--- src/rtl/frame_mapper_sched_if.sv ---
// Bus shared by the client FIFO, the frame mapper and the downstream frame controller.
// The mapper uses the master view; the FIFO/controller side uses the slave view.
interface frame_mapper_sched_if;
   logic [7:0]  i_fifo_data;
   logic        i_fifo_empty;
   logic        o_fifo_rd_en;
   logic [1:0]  o_row_cnt;
   logic [10:0] o_col_cnt;
   logic [7:0]  o_pyld_data;
   logic        o_pyld_data_valid;
   logic        o_stuff;
   logic        o_frame_start;
   logic        o_map_active;

   modport master (
      input  i_fifo_data, i_fifo_empty,
      output o_fifo_rd_en, o_row_cnt, o_col_cnt, o_pyld_data, o_pyld_data_valid,
             o_stuff, o_frame_start, o_map_active
   );

   modport slave (
      output i_fifo_data, i_fifo_empty,
      input  o_fifo_rd_en, o_row_cnt, o_col_cnt, o_pyld_data, o_pyld_data_valid,
             o_stuff, o_frame_start, o_map_active
   );
endinterface

--- src/rtl/frame_mapper_sched.sv ---
// Frame row/column scheduler that maps client FIFO bytes into payload columns.
// Lookahead P0 issues FIFO reads, P1 absorbs the 1-cycle read latency, P2 is the registered output.
module frame_mapper_sched #(
   parameter int unsigned NUM_ROWS   = 4,
   parameter int unsigned NUM_COLS   = 1041,
   parameter int unsigned OH_COLS    = 16,
   parameter logic [7:0]  STUFF_BYTE = 8'h00
) (
   input  logic                 i_clk,
   input  logic                 i_rst,
   input  logic                 i_en,
   frame_mapper_sched_if.master bus,
   output logic [15:0]          o_frame_cnt,
   output logic [15:0]          o_underrun_cnt
);
   localparam logic [1:0]  LAST_ROW   = 2'(NUM_ROWS - 1);
   localparam logic [10:0] LAST_COL   = 11'(NUM_COLS - 1);
   localparam logic [10:0] PYLD_FIRST = 11'(OH_COLS);
   localparam logic [10:0] PYLD_LAST  = 11'(NUM_COLS - 2);

   typedef enum logic [1:0] {
      ST_IDLE = 2'd0,
      ST_RUN  = 2'd1,
      ST_STOP = 2'd2
   } state_t;

   state_t      r_state;
   state_t      w_state_nxt;
   logic [1:0]  r_la_row;
   logic [1:0]  w_la_row_nxt;
   logic [10:0] r_la_col;
   logic [10:0] w_la_col_nxt;
   logic        w_p0_active;
   logic        w_p0_pyld;
   logic        w_p0_end;
   logic        w_rd_en;

   logic        r_p1_active;
   logic [1:0]  r_p1_row;
   logic [10:0] r_p1_col;
   logic        r_p1_pyld;
   logic        r_p1_rd;
   logic        r_p1_stuff;
   logic        w_p1_end;

   function automatic logic is_pyld_col(input logic [10:0] col);
      return (col >= PYLD_FIRST) && (col <= PYLD_LAST);
   endfunction

   assign w_p0_active      = (r_state != ST_IDLE);
   assign w_p0_pyld        = is_pyld_col(r_la_col);
   assign w_p0_end         = (r_la_row == LAST_ROW) && (r_la_col == LAST_COL);
   assign w_rd_en          = w_p0_active && w_p0_pyld && !bus.i_fifo_empty && !i_rst;
   assign bus.o_fifo_rd_en = w_rd_en;
   assign w_p1_end         = r_p1_active && (r_p1_row == LAST_ROW) && (r_p1_col == LAST_COL);

   // Lookahead position advance and run/stop sequencing; a stop only takes effect at frame end.
   always_comb begin
      w_state_nxt  = r_state;
      w_la_row_nxt = r_la_row;
      w_la_col_nxt = r_la_col;
      if (w_p0_active) begin
         if (r_la_col == LAST_COL) begin
            w_la_col_nxt = 11'd0;
            if (r_la_row == LAST_ROW) begin
               w_la_row_nxt = 2'd0;
            end else begin
               w_la_row_nxt = r_la_row + 2'd1;
            end
         end else begin
            w_la_col_nxt = r_la_col + 11'd1;
         end
      end else begin
         w_la_row_nxt = 2'd0;
         w_la_col_nxt = 11'd0;
      end
      case (r_state)
         ST_IDLE: begin
            if (i_en) begin
               w_state_nxt = ST_RUN;
            end else begin
               w_state_nxt = ST_IDLE;
            end
         end
         ST_RUN, ST_STOP: begin
            if (i_en) begin
               w_state_nxt = ST_RUN;
            end else if (w_p0_end) begin
               w_state_nxt = ST_IDLE;
            end else begin
               w_state_nxt = ST_STOP;
            end
         end
         default: w_state_nxt = ST_IDLE;
      endcase
   end

   // State and lookahead position register.
   always_ff @(posedge i_clk) begin
      if (i_rst) begin
         r_state  <= ST_IDLE;
         r_la_row <= 2'd0;
         r_la_col <= 11'd0;
      end else begin
         r_state  <= w_state_nxt;
         r_la_row <= w_la_row_nxt;
         r_la_col <= w_la_col_nxt;
      end
   end

   // P1 and output stages; data, valid and position stay aligned to the FIFO read latency.
   always_ff @(posedge i_clk) begin
      if (i_rst) begin
         r_p1_active           <= 1'b0;
         r_p1_row              <= 2'd0;
         r_p1_col              <= 11'd0;
         r_p1_pyld             <= 1'b0;
         r_p1_rd               <= 1'b0;
         r_p1_stuff            <= 1'b0;
         bus.o_row_cnt         <= 2'd0;
         bus.o_col_cnt         <= 11'd0;
         bus.o_pyld_data       <= 8'h00;
         bus.o_pyld_data_valid <= 1'b0;
         bus.o_stuff           <= 1'b0;
         bus.o_frame_start     <= 1'b0;
         bus.o_map_active      <= 1'b0;
         o_frame_cnt           <= 16'd0;
         o_underrun_cnt        <= 16'd0;
      end else begin
         r_p1_active           <= w_p0_active;
         r_p1_row              <= w_p0_active ? r_la_row : 2'd0;
         r_p1_col              <= w_p0_active ? r_la_col : 11'd0;
         r_p1_pyld             <= w_p0_active && w_p0_pyld;
         r_p1_rd               <= w_rd_en;
         r_p1_stuff            <= w_p0_active && w_p0_pyld && !w_rd_en;
         bus.o_row_cnt         <= r_p1_row;
         bus.o_col_cnt         <= r_p1_col;
         bus.o_pyld_data       <= r_p1_rd ? bus.i_fifo_data : (r_p1_stuff ? STUFF_BYTE : 8'h00);
         bus.o_pyld_data_valid <= r_p1_pyld;
         bus.o_stuff           <= r_p1_stuff;
         bus.o_frame_start     <= r_p1_active && (r_p1_row == 2'd0) && (r_p1_col == 11'd0);
         bus.o_map_active      <= r_p1_active;
         o_frame_cnt           <= w_p1_end ? (o_frame_cnt + 16'd1) : o_frame_cnt;
         o_underrun_cnt        <= (r_p1_stuff && (o_underrun_cnt != 16'hFFFF)) ?
                                  (o_underrun_cnt + 16'd1) : o_underrun_cnt;
      end
   end
endmodule
--- src/flat_wrapper.sv ---
// flat-port wrapper written by rule: the top's interface ports become plain ports
module frame_mapper_sched_flat 
#(
   parameter int unsigned NUM_ROWS   = 4,
   parameter int unsigned NUM_COLS   = 1041,
   parameter int unsigned OH_COLS    = 16,
   parameter logic [7:0]  STUFF_BYTE = 8'h00
)
  (i_clk, i_rst, i_en, o_frame_cnt, o_underrun_cnt, bus_i_fifo_data, bus_i_fifo_empty, bus_o_fifo_rd_en, bus_o_row_cnt, bus_o_col_cnt, bus_o_pyld_data, bus_o_pyld_data_valid, bus_o_stuff, bus_o_frame_start, bus_o_map_active);
  frame_mapper_sched_if bus_i ();
  input  logic i_clk;
  input  logic i_rst;
  input  logic i_en;
  output logic [15:0] o_frame_cnt;
  output logic [15:0] o_underrun_cnt;
  input wire logic [$bits(bus_i.i_fifo_data)-1:0] bus_i_fifo_data;
  input wire logic [$bits(bus_i.i_fifo_empty)-1:0] bus_i_fifo_empty;
  output wire logic [$bits(bus_i.o_fifo_rd_en)-1:0] bus_o_fifo_rd_en;
  output wire logic [$bits(bus_i.o_row_cnt)-1:0] bus_o_row_cnt;
  output wire logic [$bits(bus_i.o_col_cnt)-1:0] bus_o_col_cnt;
  output wire logic [$bits(bus_i.o_pyld_data)-1:0] bus_o_pyld_data;
  output wire logic [$bits(bus_i.o_pyld_data_valid)-1:0] bus_o_pyld_data_valid;
  output wire logic [$bits(bus_i.o_stuff)-1:0] bus_o_stuff;
  output wire logic [$bits(bus_i.o_frame_start)-1:0] bus_o_frame_start;
  output wire logic [$bits(bus_i.o_map_active)-1:0] bus_o_map_active;
  assign bus_i.i_fifo_data = bus_i_fifo_data;
  assign bus_i.i_fifo_empty = bus_i_fifo_empty;
  assign bus_o_fifo_rd_en = bus_i.o_fifo_rd_en;
  assign bus_o_row_cnt = bus_i.o_row_cnt;
  assign bus_o_col_cnt = bus_i.o_col_cnt;
  assign bus_o_pyld_data = bus_i.o_pyld_data;
  assign bus_o_pyld_data_valid = bus_i.o_pyld_data_valid;
  assign bus_o_stuff = bus_i.o_stuff;
  assign bus_o_frame_start = bus_i.o_frame_start;
  assign bus_o_map_active = bus_i.o_map_active;
  frame_mapper_sched #(.NUM_ROWS(NUM_ROWS), .NUM_COLS(NUM_COLS), .OH_COLS(OH_COLS), .STUFF_BYTE(STUFF_BYTE)) u_core (.i_clk(i_clk), .i_rst(i_rst), .i_en(i_en), .bus(bus_i), .o_frame_cnt(o_frame_cnt), .o_underrun_cnt(o_underrun_cnt));
endmodule
--- config.mk ---
export PLATFORM = sky130hd
export DESIGN_NAME = frame_mapper_sched_flat
export DESIGN_NICKNAME = d
export VERILOG_FILES = /design/src/rtl/frame_mapper_sched_if.sv /design/src/rtl/frame_mapper_sched.sv /design/src/flat_wrapper.sv
export SDC_FILE = /design/constraint.sdc
export NUM_CORES = 1
export LEC_CHECK = 0
export CORE_ASPECT_RATIO = 1.1
export CORE_MARGIN = 2
export CORE_UTILIZATION = 42
export DETAILED_ROUTE_END_ITERATION = 10
export PLACE_DENSITY = 0.66
export SKIP_CTS_REPAIR_TIMING = 1
export SYNTH_ARGS = -nofsm -noshare
export SYNTH_HDL_FRONTEND = slang
export SYNTH_SLANG_ARGS = --single-unit
--- constraint.sdc ---
create_clock -name i_clk -period 3.95 [get_ports i_clk]
set_input_delay 0.79 -clock i_clk [delete_from_list [all_inputs] [get_ports i_clk]]
set_output_delay 0.79 -clock i_clk [all_outputs]
set_load 0.01 [all_outputs]
# After elaboration in Yosys (flattened, before gate mapping)
# Index checks and enable logic that the tools add are counted.
# classes
bitwise,2
add_sub_neg,4
n_reduce_logical,22
n_lt_le_gt_ge,2
mux,5
eq_ne,7
# ops
operator,count
$add 16x1->16 const B,2
$eq 11x11->1 const B,2
$ne 16x16->1 const B,1
$add 11x1->11 const B,1
$ge 11x5->1 const B,1
$le 11x11->1 const B,1
$logic_and 1x1->1,11
$logic_not 11->1,1
$eq 2x2->1 const B,3
$mux 2,3
$reduce_or 2->1,3
$logic_not 2->1,2
$pmux 2 s2,1
$logic_not 1->1,3
$reduce_or 3->1,1
$add 2x1->2 const B,1
$eq 2x1->1 const B,1
$not 1->1,2
$reduce_bool 2->1,1
$mux 1,1
# totals
regBits,89
output_inout_bits,58
word_cells,60

# Depth between registers and ports, before layout
# Gate-level depths: netlist of the first run.
# depth
ltp_word,7
mapped_depth,7
depth_no_buf,6

# Least setup slack after synthesis of the first run
# OpenSTA, ideal clock, no wires.
# synth_path
path_kind,input to output
from,input port i_rst
to,output port bus_o_fifo_rd_en
cell_stages,3
n_path_buf,2
arrival_time_ns,1.625
setup_slack_ns,1.535
t_required_ns,3.160
path_cell_list,clkbuf_1 -> buf_1 -> nor4_1
# synth_between
elab_chain_cells,2
# synth_rtl
item,line,text
"start, declared",flat_wrapper.sv:12,input logic i_rst;
$logic_not 1->1,frame_mapper_sched.sv:53,assign w_rd_en = w_p0_active && w_p0_pyld && !bus.i_fifo_empty && !i_rst;
$logic_and 1x1->1,frame_mapper_sched.sv:53,
"end, declared",flat_wrapper.sv:18,output wire logic [$bits(bus_i.o_fifo_rd_en)-1:0] bus_o_fifo_rd_en;
# No other way between the ends.

# Worst setup path in the final report of the first run
# layout_path
from,register u_core.r_la_col[6]
to,output port bus_o_fifo_rd_en
# layout_between
elab_chain_cells,5
# layout_rtl
item,line,text
"start, declared",frame_mapper_sched.sv:31,logic [10:0] r_la_col;
"start signal, assigned",frame_mapper_sched.sv:107,r_la_col <= w_la_col_nxt;
$ge 11x5->1 or $le 11x11->1 (tied branches),frame_mapper_sched.sv:47,return (col >= PYLD_FIRST) && (col <= PYLD_LAST);
$logic_and 1x1->1 (*),frame_mapper_sched.sv:47,
$logic_and 1x1->1 (*) (3 in a row),frame_mapper_sched.sv:53,
# Mark *: on every way between the ends. The rest lies on a longest branch, timed or not.

==> flow_summary_export.csv, run 1 <==
group,metric,value,unit
logic_synthesis,synth_fa_ha_area_frac,0.0251,
outcome,status,"finished clean",
timing,fin_crit_sh,0.796,
timing,fin_skew,11.2,ps
floorplan,io_pins,70,
floorplan,die_y,99.5,µm
route,wl,7490,µm
route,vias,2870,
placed_design,place_hpwl,5250,µm
route,met2_wirelength,3710,µm
cts,clkSinkCount,89,
floorplan,fp.dieArea,9040,µm²
hold_path,hold_class,"flop to flop",
setup_path,critical_path.max_fanout,6,
pwr,power_density,362,nW/µm²
timing,hold_slack,448,ps
setup_path,cp_cell_sequence,"or4_1 > nor3_1 > mux2i_1 > nor4_1 > clkdlybuf4s50_1",
cells_and_area,layout_commonest_cell,"dfxtp_1",
cells_and_area,layout-drive-gt1-share,0.0635,
logic_synthesis,netlist_instances,370,
cts,clock_path_buffers,2,
global_route,antenna_found_initial,0,
setup_path,worstPathRequired,3160,ps
pwr,ir_drop,192,µV
cells_and_area,fin_nets,455,
placed_design,post-place-ws,1110,ps
route,ant_nets,0,
timing,max_freq,0.318,GHz
route,route.detailed.drc,0,
setup_path,startpoint_type,"flop",
global_route,overflow,0,
timing,hold_viol_final,0,
floorplan,core_area,8000,µm²
setup_path,path_buf_inv,1,
logic_synthesis,synthSimpleGateAreaFrac,0.297,
timing,relSlewSlack,0.525,
cells_and_area,area_growth,28.4,%
cells_and_area,final_core_util,0.559,
timing,fin_ws,807,ps
setup_path,rrSetupSlack,1540,ps
setup_path,cp.arrival,2350,ps
placed_design,globalplace.congestion,0.895,
floorplan,rows,34,
flow_run,drv_cap,0,
route,vias_per_cell,5.23,
global_route,grt_pass1_wl,12600,µm
timing,max_slew.worst_pin.slew,707,ps
pwr,p_total,1.62,mW
route,drt-met1-wl,3490,µm
setup_path,cp_slowest_cell,"clkdlybuf4s50_1",
setup_path,max_stage_delay,580,ps
timing,min_period,3140,ps
logic_synthesis,synth-compound-area-share,0.0930,
global_route,grt_pass1_vias,2651,
logic_synthesis,synthDistinctLibCells,36,
cells_and_area,diodes,0,
setup_path,crit_family,"simple AND/OR/NAND/NOR gates",
logic_synthesis,synth_xor_area_frac,0.0226,
setup_path,crit_type,"flop to output pin",
setup_path,cp-end-kind,"output pin",
logic_synthesis,synth_top_family_by_area,"simple AND/OR/NAND/NOR gates",
placed_design,post_dp_cell_area,4260,µm²
global_route,grtUsageTotal,0.171,
route,drtPass1Iterations,4,
floorplan,start_util,0.436,
logic_synthesis,ys_seq_area_frac,0.511,
logic_synthesis,synth_area,3480,µm²
cts,path_clk_slew,90,ps
route,wl_met3,235,µm
timing,fin_tns_setup,0,ps
pwr,power_leakage,1.53,nW
cells_and_area,fin_area,4470,µm²
global_route,grt_max_degree,64,
cts,tritoncts,"yes",
floorplan,die_width,90.8,µm
cells_and_area,instances_no_fill,549,
placed_design,placed_cells,533,
cells_and_area,nFillCells,763,
cts,h-tree-depth,3,
route,dr.first_iter.drc_count,118,
timing,setup_viol,0,
logic_synthesis,synthMuxAreaShare,0.0183,
route,dr.max_layer_used,"met4",
logic_synthesis,postSynthAreaPerCell,9.42,µm²
timing,grt_setup_unrepaired,"false",
route,wl_per_cell,13.6,µm
placed_design,port_buffers,69,
cts,cts_buffers,9,
cts,cts_root_buffer,"clkbuf_8",
logic_synthesis,synth.ff_latch_count,89,
cells_and_area,layout_common_cells,"dfxtp_1 (89), clkdlybuf4s50_1 (68), a21oi_1 (27)",
logic_synthesis,syn-num-nets,389,
cts,clk_latency,340,ps
timing,report.final.slew_viol_count,0,
logic_synthesis,ys_warn_count,0,
-- area by class of cell --
class | count | area [µm²] | share of cell area
inverter | 11 | 41.3 | 0.00923
clock buffer | 9 | 124 | 0.0277
multi-input combinational | 253 | 1590 | 0.355
clock inverter | 7 | 93.8 | 0.0210
tap | 108 | 135 | 0.0302
timing repair buffer | 72 | 708 | 0.158
sequential | 89 | 1780 | 0.398
-- cells in the mapped netlist --
master	count	area (µm²)
a21boi_0	1	7.51
a21oi_1	27	135
a31oi_1	1	6.26
and2_1	19	119
and3_1	7	43.8
and4_1	4	35.0
buf_1	1	3.75
buf_6	1	11.3
clkbuf_1	15	56.3
dfxtp_1	89	1780
ha_1	7	87.6
inv_1	11	41.3
mux2_2	3	33.8
mux2i_1	3	30.0
nand2_1	16	60.1
nand2b_1	2	12.5
nand3_1	13	65.1
nand3b_1	1	7.51
nand4_1	13	81.3
nor2_1	22	82.6
nor2b_1	21	131
nor3_1	13	65.1
nor4_1	8	50.1
nor4b_1	2	17.5
o21a_1	1	7.51
o21ai_0	8	40.0
o31ai_1	17	128
or2_2	1	6.26
or3_1	9	56.3
or3b_2	1	8.76
or4_1	20	150
or4_4	2	22.5
or4b_2	1	10.0
or4bb_1	1	11.3
xnor2_1	5	43.8
xor2_1	4	35.0
-- where the power goes --
| group | internal (mW) | total (mW) | switching (mW) | leakage [nW] |
|---|---|---|---|---|
| registers | 0.900 | 0.902 | 0.00209 | 0.717 |
| clock network | 0.356 | 0.677 | 0.320 | 0.106 |
| logic | 0.0174 | 0.0408 | 0.0235 | 0.709 |
-- flip-flops by register name (all words and copies together), names as in the netlist --
register                      cells
u_core.bus.o_col_cnt             11
u_core.bus.o_frame_start          1
u_core.bus.o_map_active           1
u_core.bus.o_pyld_data            8
u_core.bus.o_pyld_data_valid      1
u_core.bus.o_row_cnt              2
u_core.bus.o_stuff                1
u_core.o_frame_cnt               16
u_core.o_underrun_cnt            16
u_core.r_la_col                  11
u_core.r_la_row                   2
u_core.r_p1_active                1
u_core.r_p1_col                  11
u_core.r_p1_pyld                  1
u_core.r_p1_rd                    1
u_core.r_p1_row                   2
u_core.r_p1_stuff                 1
u_core.r_state                    2
-- routing by layer --
layer	up-vias	track usage
li1	1470	-
met1	1352	0.219
met2	44	0.288
met3	4	0.0394
met4	0	0.0524
met5	-	0
-- cell families (layout without fill, tap and decap cells) --
group,after synthesis,count (layout)
buf+inv,28,99
xor+xnor,9,9
flops,89,89
simple gates,176,176
fa+ha+maj,7,7
compound gates,55,55
mux,6,6
-- worst paths after layout --
check / from / endpoint / cells after the start
worst max-delay path: u_core.r_la_col[6] / bus_o_fifo_rd_en / 5
worst min register to register: u_core.r_p1_pyld / u_core.bus.o_pyld_data_valid / 1
worst max register to register: u_core.r_p1_col[7] / u_core.o_frame_cnt[8] / 4
worst min-delay path: u_core.r_p1_pyld / u_core.bus.o_pyld_data_valid / 1
Power figures use the tool's default switching activity.
==> run 2: changes to the inputs <==
==> constraint.sdc (replaced) <==
create_clock -name i_clk -period 3.21 [get_ports i_clk]
set_input_delay 0.642 -clock i_clk [delete_from_list [all_inputs] [get_ports i_clk]]
set_output_delay 0.642 -clock i_clk [all_outputs]
set_load 0.01 [all_outputs]
==> run 2 against run 1 <==
Effect of this change: sequential share of layout area rose by 0.31 points; count of clock-buffer cells in the layout rose by 5; critical path depth did not move; flip-flop and latch count did not move; clock power rose by 2%; highest routed layer unchanged; non-clock buffer count rose by 1; routed wire length fell by 1.3%; setup slack got worse by 570 ps.
==> flow_summary_export.csv, run 2 (synthesized netlist as in run 1, its figures left out) <==
group,metric,value,unit
outcome,status,"finished clean",
cells_and_area,diodes,0,
route,drtPass1Iterations,6,
floorplan,core_area,8000,µm²
floorplan,fp.dieArea,9040,µm²
pwr,power_density,418,nW/µm²
timing,fin_crit_sh,0.927,
floorplan,start_util,0.436,
cells_and_area,area_growth,27.4,%
floorplan,die_y,99.5,µm
cells_and_area,layout-drive-gt1-share,0.0588,
cells_and_area,fin_nets,456,
setup_path,crit_type,"flop to output pin",
timing,relSlewSlack,0.528,
cts,clkSinkCount,89,
setup_path,worstPathRequired,2570,ps
placed_design,globalplace.congestion,0.943,
flow_run,drv_cap,0,
setup_path,cp_cell_sequence,"or4_1 > nor3_1 > mux2i_1 > nor4_1 > clkdlybuf4s50_1",
route,wl,7400,µm
setup_path,cp_slowest_cell,"clkdlybuf4s50_1",
cts,path_clk_slew,80,ps
setup_path,cp-end-kind,"output pin",
placed_design,port_buffers,69,
route,vias,2898,
cells_and_area,layout_commonest_cell,"dfxtp_1",
global_route,overflow,0,
cts,cts_root_buffer,"clkbuf_8",
cts,clk_latency,350,ps
placed_design,place_hpwl,5180,µm
setup_path,critical_path.max_fanout,6,
cells_and_area,instances_no_fill,550,
setup_path,path_buf_inv,1,
timing,fin_tns_setup,0,ps
pwr,p_total,1.85,mW
global_route,grtUsageTotal,0.168,
route,route.detailed.drc,0,
timing,hold_viol_final,0,
cells_and_area,layout_common_cells,"dfxtp_1 (89), clkdlybuf4s50_1 (68), a21oi_1 (27)",
global_route,grt_pass1_vias,2697,
global_route,antenna_found_initial,0,
cts,tritoncts,"yes",
floorplan,io_pins,70,
setup_path,crit_family,"simple AND/OR/NAND/NOR gates",
route,dr.first_iter.drc_count,87,
floorplan,rows,34,
cts,h-tree-depth,3,
timing,report.final.slew_viol_count,0,
global_route,grt_max_degree,64,
timing,fin_skew,13.6,ps
pwr,ir_drop,286,µV
floorplan,die_width,90.8,µm
timing,grt_setup_unrepaired,"false",
timing,max_freq,0.336,GHz
global_route,grt_pass1_wl,12400,µm
hold_path,hold_class,"flop to flop",
placed_design,placed_cells,534,
setup_path,rrSetupSlack,820,ps
setup_path,startpoint_type,"flop",
timing,setup_viol,0,
pwr,power_leakage,1.52,nW
route,wl_per_cell,13.5,µm
cts,clock_path_buffers,2,
timing,min_period,2980,ps
cts,cts_buffers,9,
route,ant_nets,0,
cells_and_area,nFillCells,780,
route,vias_per_cell,5.27,
setup_path,cp.arrival,2330,ps
cells_and_area,largest_registers,"u_core.o_frame_cnt (16), u_core.o_underrun_cnt (16)",
timing,max_slew.worst_pin.slew,703,ps
setup_path,max_stage_delay,580,ps
## run 2: cell types whose count changed in the layout (fill, tap and decap cells not counted)
cell / change
clkbuf_8: +2
clkinvlp_4: -1
inv_6: -1
clkinv_2: -1
buf_4: +1
bufinv_16: -2
clkbuf_1: +3
## run 2: through the flow
stage | hold slack (ps) | instance area, µm² | utilization | worst slack (ps)
floorplan | 414 | 3480 | - | 1020
CTS | 448 | 4440 | 0.555 | 191
global route | 473 | 4440 | 0.555 | 79.2
global placement | 428 | 4260 | 0.533 | 570
finish | 442 | 4440 | 0.555 | 233
detailed placement | 428 | 4260 | 0.533 | 597
## run 2: area by class of cell
type / count / area, µm² / area share
Inverter: 11 / 41.3 / 0.00930
Timing Repair Buffer: 73 / 716 / 0.161
Sequential cell: 89 / 1780 / 0.401
Clock inverter: 2 / 12.5 / 0.00282
Clock buffer: 14 / 163 / 0.0366
Tap cell: 108 / 135 / 0.0304
Multi-Input combinational cell: 253 / 1590 / 0.358
## run 2: worst register-to-register path, stage by stage (launching register included)
cell and delay (ps):
dfxtp_1 310, or4_4 540, or4_1 760, or4_1 570, a21oi_1 150
## run 2: final timing paths
| check | from | endpoint | depth (start not counted) |
|---|---|---|---|
| worst min-delay path | u_core.r_p1_pyld | u_core.bus.o_pyld_data_valid | 1 |
| worst max-delay path | u_core.r_la_col[6] | bus_o_fifo_rd_en | 5 |
| worst min register to register | u_core.r_p1_pyld | u_core.bus.o_pyld_data_valid | 1 |
| worst max register to register | u_core.r_p1_col[7] | u_core.o_frame_cnt[9] | 4 |
## run 2: layer usage
metal  vias to the layer above  part of all wire  global-route usage
met4                         0             0.011              0.0524
met3                         7             0.037              0.0470
met2                        48              0.49               0.293
li1                       1474                 -                   -
met1                      1369              0.46               0.201
met5                         -                 0                   0
## run 2: power breakdown
group	total [mW]	internal [mW]	switching, mW
clock network	0.693	0.324	0.369
registers	1.11	1.11	0.00259
logic	0.0515	0.0224	0.0291
total	1.85	1.45	0.401
==> run 3: changes to the inputs <==
==> constraint.sdc (replaced) <==
create_clock -name i_clk -period 3.21 [get_ports i_clk]
set_input_delay 0.642 -clock i_clk [delete_from_list [all_inputs] [get_ports i_clk]]
set_output_delay 0.642 -clock i_clk [all_outputs]
set_load 0.005 [all_outputs]
==> run 3 against run 2 <==
Effect of this change: count of clock-buffer cells in the layout is 3 lower; worst hold slack improved by 2.5 ps; first-iteration DRC count grew 44%; non-clock buffer count stayed put; sequential power about the same; via count up 0.21%; power is 4.4% higher; flip-flop and latch count is the same; critical path depth is the same; global-route usage down 0.45 points.
==> flow_summary_export.csv, run 3 (synthesized netlist as in run 1, its figures left out) <==
group,metric,value,unit
cells_and_area,fin_area,4470,µm²
floorplan,core_area,8000,µm²
placed_design,port_buffers,69,
setup_path,rrSetupSlack,810,ps
timing,fin_crit_sh,0.957,
floorplan,die_width,90.8,µm
pwr,p_comb_frac,0.026,
outcome,status,"finished clean",
pwr,power_density,433,nW/µm²
timing,grt_setup_unrepaired,"false",
global_route,grtUsageTotal,0.163,
hold_path,holdPathEnd,"u_core.bus.o_pyld_data_valid",
timing,relSlewSlack,0.545,
setup_path,crit_type,"flop to output pin",
pwr,power_leakage,1.54,nW
pwr,p_sw,0.407,mW
global_route,grt_max_degree,64,
cells_and_area,final_core_util,0.559,
timing,setup_viol,0,
setup_path,critical_path.max_fanout,6,
setup_path,startpoint_type,"flop",
setup_path,r2r_start,"u_core.r_p1_col[7]",
floorplan,start_util,0.436,
timing,max_freq,0.326,GHz
route,drtPass1Iterations,4,
pwr,p_int,1.53,mW
floorplan,fp.dieArea,9040,µm²
setup_path,cp.arrival,2430,ps
flow_run,drv_cap,0,
cts,clock_path_buffers,2,
global_route,grt_pass1_wl,12000,µm
setup_path,r2r_end,"u_core.o_frame_cnt[9]",
pwr,ir_drop,270,µV
global_route,overflow,0,
route,vias,2904,
timing,min_period,3070,ps
floorplan,io_pins,70,
cts,path_clk_slew,80,ps
timing,hold_viol_final,0,
timing,hold_slack,445,ps
cells_and_area,area_growth,28.3,%
placed_design,post_dp_cell_area,4260,µm²
setup_path,cp_cell_sequence,"or4_1 > nor3_1 > mux2i_1 > nor4_1 > clkdlybuf4s50_1",
route,vias_per_cell,5.28,
floorplan,die_y,99.5,µm
cells_and_area,nFillCells,767,
cells_and_area,layout-drive-gt1-share,0.0656,
pwr,clkPwrFrac,0.401,
route,dr.first_iter.drc_count,125,
cts,tritoncts,"yes",
global_route,grt_pass1_vias,2589,
hold_path,min_from,"u_core.r_p1_pyld",
setup_path,max_stage_delay,550,ps
cells_and_area,fin_nets,456,
timing,max_slew.worst_pin.slew,677,ps
cts,clkSinkCount,89,
setup_path,cp-end-kind,"output pin",
pwr,p_total,1.94,mW
placed_design,place_hpwl,5120,µm
timing,fin_skew,13.3,ps
placed_design,globalplace.congestion,0.909,
cts,h-tree-depth,3,
pwr,seqPwrFrac,0.573,
route,ant_nets,0,
route,wl,7330,µm
timing,fin_tns_setup,0,ps
setup_path,reg2reg_depth,4,
cts,cts_root_buffer,"clkbuf_8",
pwr,switching_share,0.210,
cts,clk_latency,350,ps
floorplan,rows,34,
cells_and_area,diodes,0,
cts,cts_buffers,9,
setup_path,cp_slowest_cell,"clkdlybuf4s50_1",
route,wl_per_cell,13.3,µm
hold_path,worstHoldPathCells,1,
route,route.detailed.drc,0,
cells_and_area,layout_commonest_cell,"dfxtp_1",
cells_and_area,largest_registers,"u_core.o_frame_cnt (16), u_core.o_underrun_cnt (16)",
hold_path,hold_class,"flop to flop",
cells_and_area,layout_common_cells,"dfxtp_1 (89), clkdlybuf4s50_1 (68), a21oi_1 (27)",
timing,report.final.slew_viol_count,0,
setup_path,worstPathRequired,2570,ps
global_route,antenna_found_initial,0,
-- run 3: cell types whose count changed in the layout (fill, tap and decap cells not counted) --
cell / change
clkbuf_1: -3
clkinv_2: +2
bufinv_16: +1
clkinv_4: +1
clkinvlp_4: -1
-- run 3: worst max-delay path by stage --
| stage | depth (start not counted) | endpoint | from | slack, ps |
|---|---|---|---|---|
| floorplan | 5 | u_core.o_frame_cnt[14] | u_core.r_p1_col[7] | 1020 |
| global placement | 5 | bus_o_fifo_rd_en | u_core.r_la_col[6] | 600 |
| detailed placement | 5 | bus_o_fifo_rd_en | u_core.r_la_col[6] | 580 |
| CTS | 5 | bus_o_fifo_rd_en | u_core.r_la_col[6] | 160 |
| global route | 5 | bus_o_fifo_rd_en | u_core.r_la_col[6] | 40 |
| finish | 5 | bus_o_fifo_rd_en | u_core.r_la_col[6] | 140 |
-- run 3: final cells by class --
type                    instances  area [µm²]  area share
clock inverters                 5        53.8      0.0120
clock buffers                  11         151      0.0339
well taps                     108         135      0.0302
flip-flops and latches         89        1780       0.399
multi-input cells             253        1590       0.356
repair buffers                 73         716       0.160
inverters                      11        41.3     0.00924
-- run 3: layer usage --
layer	vias to the layer above	GRT usage	routed length, µm
met5	-	0	0
met4	0	0.0897	140
met3	12	0.0280	237
met2	55	0.268	3560
met1	1364	0.205	3390
li1	1473	-	-
-- run 3: through the flow --
stage                     std cells  worst slack [ps]
final                           550               139
after CTS                       550               157
after global routing            550              35.7
after floorplan                 370              1020
after global placement          534               604
after detailed placement        534               578
-- run 3: power groups by stage --
stage / Combinational (mW) / Clock (mW) / Sequential [mW]
global placement: 0.0502 / 0 / 1.14
detailed placement: 0.0514 / 0 / 1.14
CTS: 0.0516 / 0.804 / 1.11
finish: 0.0509 / 0.776 / 1.11
global route: 0.0564 / 0.844 / 1.11
floorplan: 0.0264 / 0 / 1.14
-- run 3: worst max-delay path: cells and delay by family (launching register included) --
| family | cells | cell delay, ps |
|---|---|---|
| mux | 1 | 170 |
| flops | 1 | 360 |
| buf+inv | 1 | 550 |
| simple gates | 3 | 990 |
